File: src/rtl/debounce_scan_sched.sv
// Time-shared debounce engine: one channel compared/counted per clock, scan started by a prescaler tick.
// Optional SYNC_EN macro inserts a 2-FF input synchronizer ahead of sampling.
module debounce_scan_sched #(
  parameter int unsigned CH       = 4,
  parameter int unsigned CHW      = 2,
  parameter int unsigned N        = 3,
  parameter int unsigned TICK_DIV = 1000
) (
  input  logic           clk,
  input  logic           rst,
  input  logic [CH-1:0]  keys_in,
  output logic [CH-1:0]  keys_out,
  output logic           evt_valid,
  output logic [CHW-1:0] evt_ch,
  output logic           evt_level,
  input  logic           evt_ready,
  output logic           overrun
);

  localparam int unsigned PW = (TICK_DIV > 2) ? $clog2(TICK_DIV) : 1;
  localparam int unsigned CW = 8;

  typedef enum logic [1:0] {IDLE, SCAN, STALL} state_t;

  state_t         state, state_nxt;
  logic [CHW-1:0] idx, idx_nxt;
  logic [PW-1:0]  pcnt;
  logic           tick;
  logic [CH-1:0]  keys_s;
  logic [CW-1:0]  cnt [CH];
  logic [CW-1:0]  cur_cnt;
  logic           samp, mism, hit, slot_free, do_proc, do_load;

  assign tick = (pcnt == PW'(TICK_DIV - 1));

  // Sample-tick prescaler
  always_ff @(posedge clk or negedge rst) begin
    if (!rst)      pcnt <= '0;
    else if (tick) pcnt <= '0;
    else           pcnt <= pcnt + PW'(1);
  end

`ifdef SYNC_EN
  logic [CH-1:0] sync1, sync2;

  always_ff @(posedge clk or negedge rst) begin
    if (!rst) begin
      sync1 <= '0;
      sync2 <= '0;
    end else begin
      sync1 <= keys_in;
      sync2 <= sync1;
    end
  end

  assign keys_s = sync2;
`else
  assign keys_s = keys_in;
`endif

  // Shared compare engine for the channel currently addressed by idx
  assign samp      = keys_s[idx];
  assign cur_cnt   = cnt[idx];
  assign mism      = (samp != keys_out[idx]);
  assign hit       = mism && (cur_cnt == CW'(N));
  assign slot_free = !evt_valid || evt_ready;
  assign do_load   = do_proc && hit;

  always_ff @(posedge clk or negedge rst) begin
    if (!rst) begin
      state <= IDLE;
      idx   <= '0;
    end else begin
      state <= state_nxt;
      idx   <= idx_nxt;
    end
  end

  always_comb begin
    state_nxt = state;
    idx_nxt   = idx;
    do_proc   = 1'b0;
    case (state)
      IDLE: begin
        if (tick) begin
          state_nxt = SCAN;
          idx_nxt   = '0;
        end
      end
      SCAN, STALL: begin
        // A channel that needs the busy slot parks here until the slot frees
        do_proc = slot_free || !hit;
        if (state == STALL) do_proc = slot_free;
        if (do_proc) begin
          if (idx == CHW'(CH - 1)) begin
            state_nxt = IDLE;
          end else begin
            state_nxt = SCAN;
            idx_nxt   = idx + CHW'(1);
          end
        end else begin
          state_nxt = STALL;
        end
      end
      default: state_nxt = IDLE;
    endcase
  end

  // Per-channel counters and debounced levels
  always_ff @(posedge clk or negedge rst) begin
    if (!rst) begin
      keys_out <= '0;
      for (int i = 0; i < int'(CH); i++) cnt[i] <= '0;
    end else if (do_proc) begin
      if (!mism) begin
        cnt[idx] <= '0;
      end else if (hit) begin
        cnt[idx]      <= '0;
        keys_out[idx] <= samp;
      end else begin
        cnt[idx] <= cur_cnt + CW'(1);
      end
    end
  end

  // Single-entry event slot; load wins over a same-cycle accept
  always_ff @(posedge clk or negedge rst) begin
    if (!rst) begin
      evt_valid <= 1'b0;
      evt_ch    <= '0;
      evt_level <= 1'b0;
    end else if (do_load) begin
      evt_valid <= 1'b1;
      evt_ch    <= idx;
      evt_level <= samp;
    end else if (evt_ready) begin
      evt_valid <= 1'b0;
    end
  end

  always_ff @(posedge clk or negedge rst) begin
    if (!rst)                         overrun <= 1'b0;
    else if (tick && (state != IDLE)) overrun <= 1'b1;
  end

endmodule

File: config.mk
export PLATFORM = sky130hd
export DESIGN_NAME = debounce_scan_sched
export DESIGN_NICKNAME = d
export VERILOG_FILES = /design/src/rtl/debounce_scan_sched.sv
export SDC_FILE = /design/constraint.sdc
export NUM_CORES = 1
export LEC_CHECK = 0
export ABC_AREA = 0
export BUFFER_PORTS_ARGS = -buffer_cell sky130_fd_sc_hd__buf_4
export CAP_MARGIN = 30
export CORE_MARGIN = 3
export CORE_UTILIZATION = 55
export CTS_CLUSTER_SIZE = 30
export DETAILED_ROUTE_END_ITERATION = 12
export PLACE_DENSITY = 0.8
export SETUP_SLACK_MARGIN = 0.4
export SYNTH_ARGS = -nofsm -noshare
export SYNTH_HDL_FRONTEND = slang
export SYNTH_SLANG_ARGS = --single-unit
File: constraint.sdc
create_clock -name clk -period 9.98 [get_ports clk]
set_clock_uncertainty 0.15 [all_clocks]
set_input_delay 1.996 -clock clk [delete_from_list [all_inputs] [get_ports clk]]
set_output_delay 1.996 -clock clk [all_outputs]
set_load 0.02 [all_outputs]
After elaboration in Yosys (flattened, before gate mapping):

Index checks and enable logic that the tools add are counted.

* add/subtract/negate cells: 3
* $lt $le $gt $ge: 4
* equal/unequal tests: 9
* multiplexer cells: 29
* bitwise gates (word level): 3
* reduce and logical (&&, ||, !) cells: 16

Operators by type and width (number)
* 2-to-1 mux 32 bit: 2
* AND 32 bit: 1
* bitwise mux 32 bit: 1
* NOT 32 bit: 1
* 2-to-1 mux 8 bit: 3
* binary-select mux 8 bit (select 2 bit): 1
* demux 8 bit (select 2 bit): 1
* adder 10 x 1 -> 10 bit (second input constant): 1
* == test 10 bit (second input constant): 1
* 2-to-1 mux 10 bit: 1
* 2-to-1 mux 2 bit: 5
* 2-to-1 mux 1 bit: 9
* adder 8 x 1 -> 8 bit (second input constant): 1
* == test 8 x 2 -> 1 bit (second input constant): 1
* one-hot mux 2 bit (2 select lines): 2
* inequality test 2 bit (second input constant): 3
* nonzero test 2 bit: 3
* logical AND 1 bit: 5
* binary-select mux 1 bit (select 2 bit): 2
* bitwise mux 4 bit: 1
* == test 2 bit (second input constant): 2
* AND reduction 4 bit: 1
* greater-or-equal comparator 3 bit (second input constant): 1
* < comparator 2 x 3 -> 1 bit (second input constant): 1
* other kinds (12): 14

* bits in registers: 55
* bits of input ports: 7
* output and inout port bits: 9
* logic and storage cells: 76

Logic depth before layout (Yosys ltp):

* depth in word-level cells: 13
* gate-level depth with buffers: 10
* gate-level depth less buffers: 7

Worst setup path after synthesis:

No wires, ideal clock.

* path type: input-to-reg
* start: in keys_in[3]
* end: reg cnt[2] (netlist name)
* library setup time: 0.125 ns
* data arrival time: 3.717 ns
* required time: 9.705 ns
* path slack: 5.988 ns
* stages on the path: 6
* buffers on the path: 1
* cell sequence: mux4_2 xnor2_2 o41ai_2 or2_1 buf_4 mux2_2

* word-level cells in the longest chain between the ends: 9
* elaborated cells between the ends (all ways): 11
* classes of those cells: eq/ne: 1; mux: 7; reduce/logical: 3

RTL lines
* start: declaration: line 11 `input logic [CH-1:0] keys_in,`
* binary-select mux 1 bit (select 2 bit) (*): line 62 `assign samp = keys_s[idx];`
* 2-to-1 mux 1 bit (not written as such) (*): line 62
* inequality test 1 bit (*): line 64 `assign mism = (samp != keys_out[idx]);`
* logical AND 1 bit: line 65 `assign hit = mism && (cur_cnt == CW'(N));`
* zero test 1 bit: line 92 `do_proc = slot_free || !hit;`
* logical OR 1 bit: line 92
* 2-to-1 mux 1 bit: line 93 `if (state == STALL) do_proc = slot_free;`
* 2-to-1 mux 1 bit (2 in a row): line 83 `case (state)`
* end signal: indexed assignment: line 121 `cnt[idx] <= cur_cnt + CW'(1);`
* end: declaration: line 30 `logic [CW-1:0] cnt [CH];`

Mark *: on every way between the ends. The rest lies on a longest branch, timed or not. The select of a mux whose other input is x is not followed.
A chain may end at the register's enable or synchronous reset.

Worst setup path after layout:

* start: in keys_in[3]
* end: reg cnt[30] (netlist name)

Same word-level chain as after synthesis.

==> key figures <==
Yosys
  – Synth top area share: 0.4876
  – EDFF count, synth: 0
  – FF+latch count, synth: 55
  – Mean post-synth cell area: 12.38 um^2
  – Largest area contributor in the netlist: dfrtp_1
  – Post-synthesis sequential area ratio: 0.4876
  – Synth Flop Type: dfrtp_1
  – Post-Syn Area: 2823 um^2
  – Mapped Nets: 244
  – Synth Instances: 228
  – Most frequent cell after synthesis: dfrtp_1
  – Unique masters post-synth: 42
  – Ranking of synthesized cells by area: dfrtp_1 (49%), mux2_2 (10%), mux4_2 (8.0%), ha_1 (4.0%), mux2_1 (3.6%)
  – Post-synth ARST share: 1.000
  – Synth warn: 0
  – Post-synth top cells: dfrtp_1 (55), mux2_2 (26), nor2_1 (15)

Placed design
  – DP HPWL: 3518 um
  – I/O Buffers: 15
  – Area after DPL: 2985 um^2
  – Placer Congestion: 0.7927
  – Placed cell count: 303

Power and ir drop
  – Power per cell area: 114.7 nW/um^2
  – Peak supply drop: 0.00005357 V
  – Static Leak: 1.405 nW

Clocking
  – Number of CTS-inserted buffers: 5
  – Skew-Pair Late Insertion Delay: 0.31 ns
  – CTS tree: yes
  – CTS resizes: 0
  – Post-CTS setup buffer count: 0
  – Hold buffer count at cts: 0
  – Clock root buffer: clkbuf_8
  – Worst-path clk slew: 0.09 ns
  – CTS sink cnt: 55
  – Clock buffer depth: 2
  – H-tree depth: 2

Hold path
  – Hold crit path type: reg2reg
  – Min-Delay Startpoint: overrun

Global routing
  – Largest net degree at the start of global routing: 56
  – GR Overflow Total: 0
  – Initial antenna violation count: 0
  – Via count of the first global-routing pass: 1828
  – GRT Util Overall: 0.1880
  – Global-route wire length before repair: 8935 um

Cells and area
  – Area Overhead vs Synth: 8.644%
  – Post-route cell area: 3067 um^2
  – Layout Cells excl Fill: 311
  – Fin nets: 259
  – Share of cells above drive strength 1: 0.2746
  – ANT cells: 0

Critical path
  – Worst setup SP type: primary input
  – Crit path max-delay family: multiplexers
  – Crit path required time: 10.03 ns
  – WP data arrival: 4.06 ns
  – Crit path cell chain: buf_4 > mux4_2 > xnor2_2 > nor3_2 > a21oi_2 > mux2_2
  – CP max FO: 8
  – Slowest stage cell, crit path: mux4_2
  – Crit-path max cell delay: 0.55 ns
  – Buf/Inv on CP: 1
  – Worst setup startpoint: keys_in[3]
  – Worst R2R Start: idx[0]
  – CP Capture Type: register
  – Critical path class: in2reg

STA
  – Fin crit period: 4.011 ns
  – Fin Setup TNS: 0 ns
  – Slew margin rel.: 0.4390
  – Final setup viols: 0
  – Hold Vio Cnt, Final: 0
  – Max-slew violations: 0
  – Worst Tran Pin Value: 0.8415 ns
  – Period utilization: 0.4019
  – RSZ-0062 raised after global routing: no
  – Max Fclk: 0.2493 GHz

Floorplan
  – Ports: 16
  – Die area: 6028 um^2
  – Core area: 4848 um^2
  – Die Span X: 77.64 um
  – Initial core utilization: 0.5822
  – FP Rows: 25
  – Chip height: 77.64 um

Run
  – Max Cap Viol: 0

Routing
  – First-pass iteration count of the detailed router: 4
  – Routed WL: 5021 um
  – Post-DRT Antenna Nets: 0
  – Vias/cell: 5.688
  – Via count: 1769
  – DRC violations left: 0
  – Drt wl/cell: 16.14 um
  – Iter 0 DRT Violations: 143

Outcome
  – Status: complete, no violations
==> metrics by stage <==
| step | power, mW | utilization | hold slack [ns] | setup WS [ns] |
|---|---|---|---|---|
| floorplan | 0.2293 | - | 0.2948 | 5.988 |
| global placement | 0.2356 | 0.6147 | 0.2924 | 5.672 |
| detailed placement | 0.2357 | 0.6157 | 0.2960 | 5.631 |
| CTS | 0.3545 | 0.6325 | 0.3171 | 5.969 |
| global route | 0.3679 | 0.6325 | 0.3540 | 5.825 |
| finish | 0.3518 | 0.6325 | 0.3102 | 5.969 |
==> worst reg2reg max path, stage by stage (launching register included) <==
cell and delay [ns]:
dfrtp_1 0.90, mux4_2 0.44, ha_1 0.23, inv_1 0.08, or4_1 0.68, o21bai_1 0.71
nor2_1 0.24, mux2_2 0.32
==> kinds of logic after synthesis <==
group,after synthesis,synth area share
compound gates,29,0.07714
simple gates,56,0.1015
mux,46,0.2230
buf+inv,21,0.03103
fa+ha+maj,9,0.03989
flops,55,0.4876
xor+xnor,12,0.03989
==> path summary, 6_finish.rpt <==
check	end	slack, ns	depth (start not counted)
min reg2reg	overrun	0.31	1
min	overrun	0.31	1
max	cnt[30]	5.97	6
min in group asynchronous	evt_ch[0]	1.56	1
max in group asynchronous	cnt[16]	7.67	1
max reg2reg	cnt[11]	6.13	7
==> registers in the layout, summed over array words and instances (netlist names) <==
name       flops
keys_out       4
evt_valid      1
cnt           32
idx            2
state          2
evt_level      1
overrun        1
evt_ch         2
pcnt          10
==> placed cells by master, fill, tap and decap left out, types with 2 or more instances in the layout <==
master	count
mux4_2	10
a21oi_1	4
ha_1	9
nand3_1	10
a21oi_2	3
nor2b_1	2
inv_1	13
o31ai_1	3
mux2_1	9
and3_1	2
buf_4	15
o22ai_1	2
xor2_1	5
nor2_1	15
o31a_1	2
dfrtp_1	55
clkbuf_8	5
clkbuf_1	2
nand2_1	14
xnor2_1	6
or3_1	3
mux2_2	26
o32ai_1	3
nand4_1	2
o21ai_0	5
==> per-layer routing <==
metal / vias up / part of all wire / GRT usage
met5: - / 0 / 0
met4: 0 / 0.018 / 0.05872
met3: 9 / 0.031 / 0.04756
met2: 20 / 0.47 / 0.2817
met1: 892 / 0.48 / 0.2691
li1: 848 / - / -
==> power by group <==
group          leakage (nW)  switching, mW  internal (mW)  total, mW
Combinational         0.624        0.00607        0.00224    0.00830
Clock                0.0422         0.0714         0.0495      0.121
Sequential            0.739              0          0.223      0.223
Total                  1.41         0.0774          0.274      0.352
==> final cells by class <==
cell class / instances / area (um^2)
fill: 377 / 1782
clock buffer: 7 / 76.32
clock inverter: 1 / 5.005
multi-input combinational: 152 / 1359
sequential: 55 / 1376
inverter: 13 / 48.80
tap: 67 / 83.83
timing repair buffer: 16 / 117.6
No activity file was read; power rests on OpenSTA's default activity.
